==> config.mk <==
export PLATFORM = sky130hd
export DESIGN_NAME = fp_mul_pipe
export DESIGN_NICKNAME = d
export VERILOG_FILES = /design/src/rtl/fp_mul_pipe.sv
export SDC_FILE = /design/constraint.sdc
export NUM_CORES = 2
export LEC_CHECK = 0
export CORE_AREA = 2 2 209 211
export CTS_BUF_LIST = sky130_fd_sc_hd__clkbuf_2
export DETAILED_ROUTE_END_ITERATION = 10
export DIE_AREA = 0 0 211 213
export HOLD_SLACK_MARGIN = 0.1
export PLACE_DENSITY = 0.92
export SKIP_CTS_REPAIR_TIMING = 1
export SLEW_MARGIN = 20
export SYNTH_ARGS = -nofsm -noshare
export SYNTH_HDL_FRONTEND = slang
export SYNTH_SLANG_ARGS = --single-unit
==> constraint.sdc <==
create_clock -name clk -period 8.6 [get_ports clk]
set_input_delay 2.15 -clock clk [delete_from_list [all_inputs] [get_ports clk]]
set_output_delay 2.15 -clock clk [all_outputs]
set_load 0.02 [all_outputs]
==> src/rtl/fp_mul_pipe.sv <==
// Three-stage pipelined IEEE-754 multiplier with configurable field widths,
// round-to-nearest-even, flush-to-zero and valid/ready backpressure.
module fp_mul_pipe #(
  parameter int EXP_W = 8,
  parameter int MAN_W = 23,
  parameter int TAG_W = 4
) (
  input  logic                     clk,
  input  logic                     rst,
  input  logic                     in_valid,
  output logic                     in_ready,
  input  logic [EXP_W+MAN_W:0]     in_a,
  input  logic [EXP_W+MAN_W:0]     in_b,
  input  logic [TAG_W-1:0]         in_tag,
  output logic                     out_valid,
  input  logic                     out_ready,
  output logic [EXP_W+MAN_W:0]     out_res,
  output logic [TAG_W-1:0]         out_tag,
  output logic [3:0]               out_flags
);

  localparam int W       = 1 + EXP_W + MAN_W;
  localparam int EW2     = EXP_W + 2;
  localparam int PW      = 2 * MAN_W + 2;
  localparam int BIAS    = 2 ** (EXP_W - 1) - 1;
  localparam int EXP_MAX = 2 ** EXP_W - 1;

  localparam logic [W-1:0] QNAN = {1'b0, {EXP_W{1'b1}}, 1'b1, {(MAN_W-1){1'b0}}};

  logic advance;

  // Stage 1 registers
  logic                 v1_q;
  logic                 sign1_q, sign1_d;
  logic [EW2-1:0]       exp1_q, exp1_d;
  logic [MAN_W:0]       ma1_q, ma1_d;
  logic [MAN_W:0]       mb1_q, mb1_d;
  logic                 spec1_q, spec1_d;
  logic [W-1:0]         sres1_q, sres1_d;
  logic [3:0]           sflg1_q, sflg1_d;
  logic [TAG_W-1:0]     tag1_q;

  // Stage 2 registers
  logic                 v2_q;
  logic                 sign2_q;
  logic [EW2-1:0]       exp2_q;
  logic [PW-1:0]        prod2_q, prod2_d;
  logic                 spec2_q;
  logic [W-1:0]         sres2_q;
  logic [3:0]           sflg2_q;
  logic [TAG_W-1:0]     tag2_q;

  // Stage 3 (output) registers
  logic                 out_valid_q;
  logic [W-1:0]         out_res_q, out_res_d;
  logic [TAG_W-1:0]     out_tag_q;
  logic [3:0]           out_flags_q, out_flags_d;

  assign advance   = !out_valid_q || out_ready;
  assign in_ready  = advance;
  assign out_valid = out_valid_q;
  assign out_res   = out_res_q;
  assign out_tag   = out_tag_q;
  assign out_flags = out_flags_q;

  // ---------------- S1: unpack, classify, exponent sum ----------------
  logic                 sa, sb;
  logic [EXP_W-1:0]     ea, eb;
  logic [MAN_W-1:0]     fa, fb;
  logic                 a_zero, b_zero, a_inf, b_inf, a_nan, b_nan;

  always_comb begin
    sa = in_a[W-1];
    sb = in_b[W-1];
    ea = in_a[MAN_W +: EXP_W];
    eb = in_b[MAN_W +: EXP_W];
    fa = in_a[MAN_W-1:0];
    fb = in_b[MAN_W-1:0];

    // Subnormal operands count as zero.
    a_zero = (ea == '0);
    b_zero = (eb == '0);
    a_inf  = (ea == {EXP_W{1'b1}}) && (fa == '0);
    b_inf  = (eb == {EXP_W{1'b1}}) && (fb == '0);
    a_nan  = (ea == {EXP_W{1'b1}}) && (fa != '0);
    b_nan  = (eb == {EXP_W{1'b1}}) && (fb != '0);

    sign1_d = sa ^ sb;
    exp1_d  = {2'b00, ea} + {2'b00, eb} - EW2'(BIAS);
    ma1_d   = {1'b1, fa};
    mb1_d   = {1'b1, fb};
    spec1_d = 1'b1;
    sres1_d = '0;
    sflg1_d = 4'b0000;

    if (a_nan || b_nan) begin
      sres1_d = QNAN;
    end else if ((a_inf && b_zero) || (b_inf && a_zero)) begin
      sres1_d = QNAN;
      sflg1_d = 4'b1000;
    end else if (a_inf || b_inf) begin
      sres1_d = {sign1_d, {EXP_W{1'b1}}, {MAN_W{1'b0}}};
    end else if (a_zero || b_zero) begin
      sres1_d = {sign1_d, {(W-1){1'b0}}};
    end else begin
      spec1_d = 1'b0;
    end
  end

  // ---------------- S2: mantissa product ----------------
  assign prod2_d = {{(MAN_W+1){1'b0}}, ma1_q} * {{(MAN_W+1){1'b0}}, mb1_q};

  // ---------------- S3: normalise, round, pack ----------------
  logic                 msb, guard, sticky, rnd, carry, ovf, unf;
  logic [MAN_W-1:0]     frac, frac_o;
  logic [MAN_W:0]       frac_r;
  logic [EW2-1:0]       exp_n;

  always_comb begin
    msb    = prod2_q[PW-1];
    frac   = msb ? prod2_q[PW-2 -: MAN_W] : prod2_q[PW-3 -: MAN_W];
    guard  = msb ? prod2_q[MAN_W] : prod2_q[MAN_W-1];
    sticky = msb ? (|prod2_q[MAN_W-1:0]) : (|prod2_q[MAN_W-2:0]);
    rnd    = guard && (sticky || frac[0]);
    frac_r = {1'b0, frac} + {{MAN_W{1'b0}}, rnd};
    carry  = frac_r[MAN_W];
    frac_o = carry ? '0 : frac_r[MAN_W-1:0];
    exp_n  = exp2_q + {{(EW2-1){1'b0}}, msb} + {{(EW2-1){1'b0}}, carry};

    // exp_n is two's complement; the top bit flags a negative exponent.
    ovf = !exp_n[EW2-1] && (exp_n >= EW2'(EXP_MAX));
    unf = exp_n[EW2-1] || (exp_n == '0);

    out_res_d   = {sign2_q, exp_n[EXP_W-1:0], frac_o};
    out_flags_d = {3'b000, guard || sticky};
    if (spec2_q) begin
      out_res_d   = sres2_q;
      out_flags_d = sflg2_q;
    end else if (ovf) begin
      out_res_d   = {sign2_q, {EXP_W{1'b1}}, {MAN_W{1'b0}}};
      out_flags_d = 4'b0101;
    end else if (unf) begin
      out_res_d   = {sign2_q, {(W-1){1'b0}}};
      out_flags_d = 4'b0011;
    end
  end

  // ---------------- pipeline registers ----------------
  always_ff @(posedge clk or posedge rst) begin
    if (rst) begin
      v1_q        <= 1'b0;
      sign1_q     <= 1'b0;
      exp1_q      <= '0;
      ma1_q       <= '0;
      mb1_q       <= '0;
      spec1_q     <= 1'b0;
      sres1_q     <= '0;
      sflg1_q     <= '0;
      tag1_q      <= '0;
      v2_q        <= 1'b0;
      sign2_q     <= 1'b0;
      exp2_q      <= '0;
      prod2_q     <= '0;
      spec2_q     <= 1'b0;
      sres2_q     <= '0;
      sflg2_q     <= '0;
      tag2_q      <= '0;
      out_valid_q <= 1'b0;
      out_res_q   <= '0;
      out_tag_q   <= '0;
      out_flags_q <= '0;
    end else if (advance) begin
      v1_q        <= in_valid;
      sign1_q     <= sign1_d;
      exp1_q      <= exp1_d;
      ma1_q       <= ma1_d;
      mb1_q       <= mb1_d;
      spec1_q     <= spec1_d;
      sres1_q     <= sres1_d;
      sflg1_q     <= sflg1_d;
      tag1_q      <= in_tag;

      v2_q        <= v1_q;
      sign2_q     <= sign1_q;
      exp2_q      <= exp1_q;
      prod2_q     <= prod2_d;
      spec2_q     <= spec1_q;
      sres2_q     <= sres1_q;
      sflg2_q     <= sflg1_q;
      tag2_q      <= tag1_q;

      out_valid_q <= v2_q;
      out_res_q   <= out_res_d;
      out_tag_q   <= tag2_q;
      out_flags_q <= out_flags_d;
    end
  end

endmodule

==> impl_table.tex <==
\begin{tabular}{lr}
\hline
Metric & Value \\
\hline
\multicolumn{2}{l}{\textbf{Status}} \\
\quad Status & finished clean \\
\multicolumn{2}{l}{\textbf{Timing}} \\
\quad Hold violation count in the final report & 0 \\
\quad Endpoints failing setup & 0 \\
\quad Maximum clock rate & 133 MHz \\
\quad Worst clock skew on the final layout & 65.2 ps \\
\quad Min Tclk post-route & 7540 ps \\
\quad Worst relative slew slack & 23.5\% \\
\quad Slew @ Worst Pin & 1150 ps \\
\quad Final critical-path share of the clock period & 87.7\% \\
\quad Final number of max-transition violations & 0 \\
\quad Unrepaired setup endpoints after global routing & no \\
\quad Final TNS setup & 0 ps \\
\multicolumn{2}{l}{\textbf{Drt}} \\
\quad Average wire per standard cell & 19.1 um \\
\quad Detailed-route via count & 21644 \\
\quad DR WL met3 & 6.34 mm \\
\quad Antenna viol nets, final & 0 \\
\quad Length of routed wiring on met1 & 26.8 mm \\
\quad Total wire length after detailed routing & 69.8 mm \\
\quad First-pass iteration count of the detailed router & 8 \\
\quad Sum of met2 wire segment lengths after detailed routing & 33.2 mm \\
\quad Top Metal Used & met4 \\
\quad Post-route DRC & 0 \\
\quad DRT iter0 DRCs & 2236 \\
\quad Via density per instance & 5.91 \\
\multicolumn{2}{l}{\textbf{Global route}} \\
\quad Antenna violations before repair & 0 \\
\quad Via count of the first global-routing pass & 23442 \\
\quad Residual overflow from global routing & 0 \\
\quad Maximum number of pins on one net before global-route repair & 98 \\
\quad Wire length of the first global-routing pass & 117 mm \\
\quad Combined global-route utilization of all metal layers & 33.3\% \\
\multicolumn{2}{l}{\textbf{Place}} \\
\quad Post-detailed-placement half-perimeter wirelength & 54.0 mm \\
\quad Port buffer count & 113 \\
\quad Routability cong. & 0.966 \\
\multicolumn{2}{l}{\textbf{Floorplanning}} \\
\quad Core Footprint & 0.0427 mm\^{}2 \\
\quad Number of top-level pins & 114 \\
\quad Width of the die & 211 um \\
\quad Cell row count & 76 \\
\quad Effective utilization at floorplan & 64.4\% \\
\quad Die boundary height & 213 um \\
\quad Area enclosed by the die boundary & 0.0449 mm\^{}2 \\
\multicolumn{2}{l}{\textbf{Clock network}} \\
\quad Worst skew pair latency & 940 ps \\
\quad Number of buffers created by CTS & 17 \\
\quad Number of levels the H-tree was split into & 4 \\
\quad TritonCTS Sinks & 178 \\
\quad Buffers from clock root to sink, at most & 2 \\
\quad Clock root cell & sky130\_fd\_sc\_hd\_\_clkbuf\_2 \\
\quad Clock tree from TritonCTS & built \\
\quad Clock transition at the registers of the reported paths & 330 ps \\
\multicolumn{2}{l}{\textbf{Run}} \\
\quad Reported max-cap violation count & 0 \\
\multicolumn{2}{l}{\textbf{Synthesis}} \\
\quad Cell area after synthesis & 0.0275 mm\^{}2 \\
\quad Cell type contributing the most total cell area after synthesis & sky130\_fd\_sc\_hd\_\_fa\_1 \\
\quad Yosys Warn Count & 0 \\
\quad Top flip-flop cell by instance count after synthesis & sky130\_fd\_sc\_hd\_\_dfrtp\_1 \\
\quad Average instance area after synthesis & 8.81 um\^{}2 \\
\quad Yosys reg bits & 178 \\
\quad Register area share after synthesis & 16.2\% \\
\quad Proportion of synthesized flip-flops having asynchronous set or reset & 100\% \\
\quad Leading post-synthesis cells by cell area & sky130\_fd\_sc\_hd\_\_fa\_1, sky130\_fd\_sc\_hd\_\_dfrtp\_1, sky130\_fd\_sc\_hd\_\_ha\_1 \\
\quad Number of distinct library cells after synthesis & 70 \\
\quad Synth top area share & 35.2\% \\
\quad Number of standard cells after synthesis & 3122 \\
\quad Net count after synthesis & 3870 \\
\quad Number of flops mapped to enable cells by yosys & 0 \\
\multicolumn{2}{l}{\textbf{Critical path}} \\
\quad Kind of start point of the critical path & flop \\
\quad Setup Crit Path Kind & reg2reg \\
\quad Arrival time worst endpoint & 8400 ps \\
\quad Crit path required time & 9450 ps \\
\quad Maximum fanout encountered on the critical timing path & 25 \\
\quad Kind of capture point of the worst setup path & flop \\
\multicolumn{2}{l}{\textbf{Layout}} \\
\quad N\_diodes & 0 \\
\quad Relative area change from synthesis to final layout & 5.95\% \\
\quad Top library cells by usage in the layout, fill and taps aside & sky130\_fd\_sc\_hd\_\_nand2\_1, sky130\_fd\_sc\_hd\_\_inv\_1, sky130\_fd\_sc\_hd\_\_fa\_1 \\
\quad NumNets Final & 3854 \\
\quad Number of fill cells & 2978 \\
\quad Layout cells sized above 1 & 2.37\% \\
\quad Most common library cell in the layout ignoring fill and taps & sky130\_fd\_sc\_hd\_\_nand2\_1 \\
\multicolumn{2}{l}{\textbf{Hold path}} \\
\quad Type of the most critical hold path & reg2reg \\
\hline
\end{tabular}
## cells by family (layout without fill, tap and decap cells)
family | count (synthesis) | in the layout | synth area share [%]
AOI/OAI and AO/OA | 298 | 298 | 7.30
xor gates and xnor gates | 67 | 67 | 2.13
adders and majority gates | 676 | 676 | 44.0
buffers and inverters | 740 | 737 | 10.2
DFF | 178 | 178 | 16.2
muxes | 13 | 13 | 0.487
and+or+nand+nor | 1150 | 1150 | 19.7
## worst max-delay path: stages (launching register included)
cell and delay (ps):
sky130_fd_sc_hd__dfrtp_1 1180, sky130_fd_sc_hd__nand2_1 240, sky130_fd_sc_hd__fa_1 550, sky130_fd_sc_hd__fa_1 560, sky130_fd_sc_hd__inv_1 60, sky130_fd_sc_hd__fa_1 480, sky130_fd_sc_hd__fa_1 590, sky130_fd_sc_hd__fa_1 470
sky130_fd_sc_hd__fa_1 540, sky130_fd_sc_hd__inv_1 80, sky130_fd_sc_hd__fa_1 500, sky130_fd_sc_hd__inv_1 50, sky130_fd_sc_hd__ha_1 370, sky130_fd_sc_hd__a21oi_1 200, sky130_fd_sc_hd__o21ai_0 160, sky130_fd_sc_hd__a221oi_1 350
sky130_fd_sc_hd__o21ai_0 300, sky130_fd_sc_hd__o211ai_1 270, sky130_fd_sc_hd__mux2_1 350, sky130_fd_sc_hd__a221oi_2 160
## final timing paths
check / end / slack [ps] / cells after the start / start
setup / recovery: prod2_q[35]$_DFFE_PP0P_ / 1060 / 19 / mb1_q[10]$_DFFE_PP0P_
hold / removal: tag1_q[3]$_DFFE_PP0P_ / 510 / 2 / tag1_q[3]$_DFFE_PP0P_
setup reg to reg: prod2_q[35]$_DFFE_PP0P_ / 1060 / 19 / mb1_q[10]$_DFFE_PP0P_
hold reg to reg: tag1_q[3]$_DFFE_PP0P_ / 510 / 2 / tag1_q[3]$_DFFE_PP0P_
max in group asynchronous: out_valid$_DFFE_PP0P_ / 5680 / 3 / rst
min in group asynchronous: mb1_q[5]$_DFFE_PP0P_ / 1710 / 2 / rst
## metrics by stage
stage	hold slack [ps]	instances	instance area (um^2)	util, %	setup WS [ps]
global placement	446	3633	28900	67.6	1390
CTS	514	3665	29100	68.3	1150
detailed placement	457	3633	28900	67.6	1240
global route	537	3665	29100	68.3	678
finish	513	3665	29100	68.3	1060
floorplan	430	3122	27500	-	1620
## area by class of cell
| class | instances | area, um^2 | share of cell area (%) |
|---|---|---|---|
| Inverter | 568 | 2140 | 7.36 |
| Clock buffer | 17 | 85.1 | 0.292 |
| Timing Repair Buffer | 137 | 1320 | 4.51 |
| Sequential cell | 178 | 4450 | 15.3 |
| Clock inverter | 15 | 209 | 0.717 |
| Tap cell | 546 | 683 | 2.34 |
| Multi-Input combinational cell | 2204 | 20300 | 69.5 |
## sequential cells by signal, summed over array words and instances, names as in the netlist
register	cells
mb1_q	23
sflg1_q	1
v2_q	1
sres2_q	3
spec1_q	1
out_tag	4
exp1_q	10
tag1_q	4
out_res	32
exp2_q	10
prod2_q	48
spec2_q	1
ma1_q	24
v1_q	1
sign1_q	1
out_valid	1
sres1_q	3
out_flags	4
sflg2_q	1
tag2_q	4
sign2_q	1
## cell usage after synthesis, drive strengths merged, types with 4 or more instances
cell type / number
nand2: 625
inv: 567
fa: 484
and2: 288
ha: 192
dfrtp: 178
clkbuf: 158
a21oi: 95
nor2: 82
o21ai: 49
xnor2: 42
nand3: 30
xor2: 25
nor3: 24
a21o: 22
nand4: 22
and3: 21
a22o: 20
nor4: 20
a31oi: 17
buf: 14
o211ai: 12
a221o: 11
o21bai: 11
mux2i: 10
nor2b: 10
nand2b: 8
o2111ai: 8
a211oi: 7
o21a: 7
a311oi: 6
a2111oi: 4
nor4b: 4
o31ai: 4
or4: 4
## routing by layer
metal | vias to the layer above | GRT usage [%]
met5 | - | 0
met4 | 0 | 14.9
met3 | 270 | 7.32
met2 | 1172 | 54.8
met1 | 10705 | 42.7
li1 | 9497 | -
Power is not shown: default switching activity piles up to over one toggle a cycle in this logic, so the estimate is an artifact.
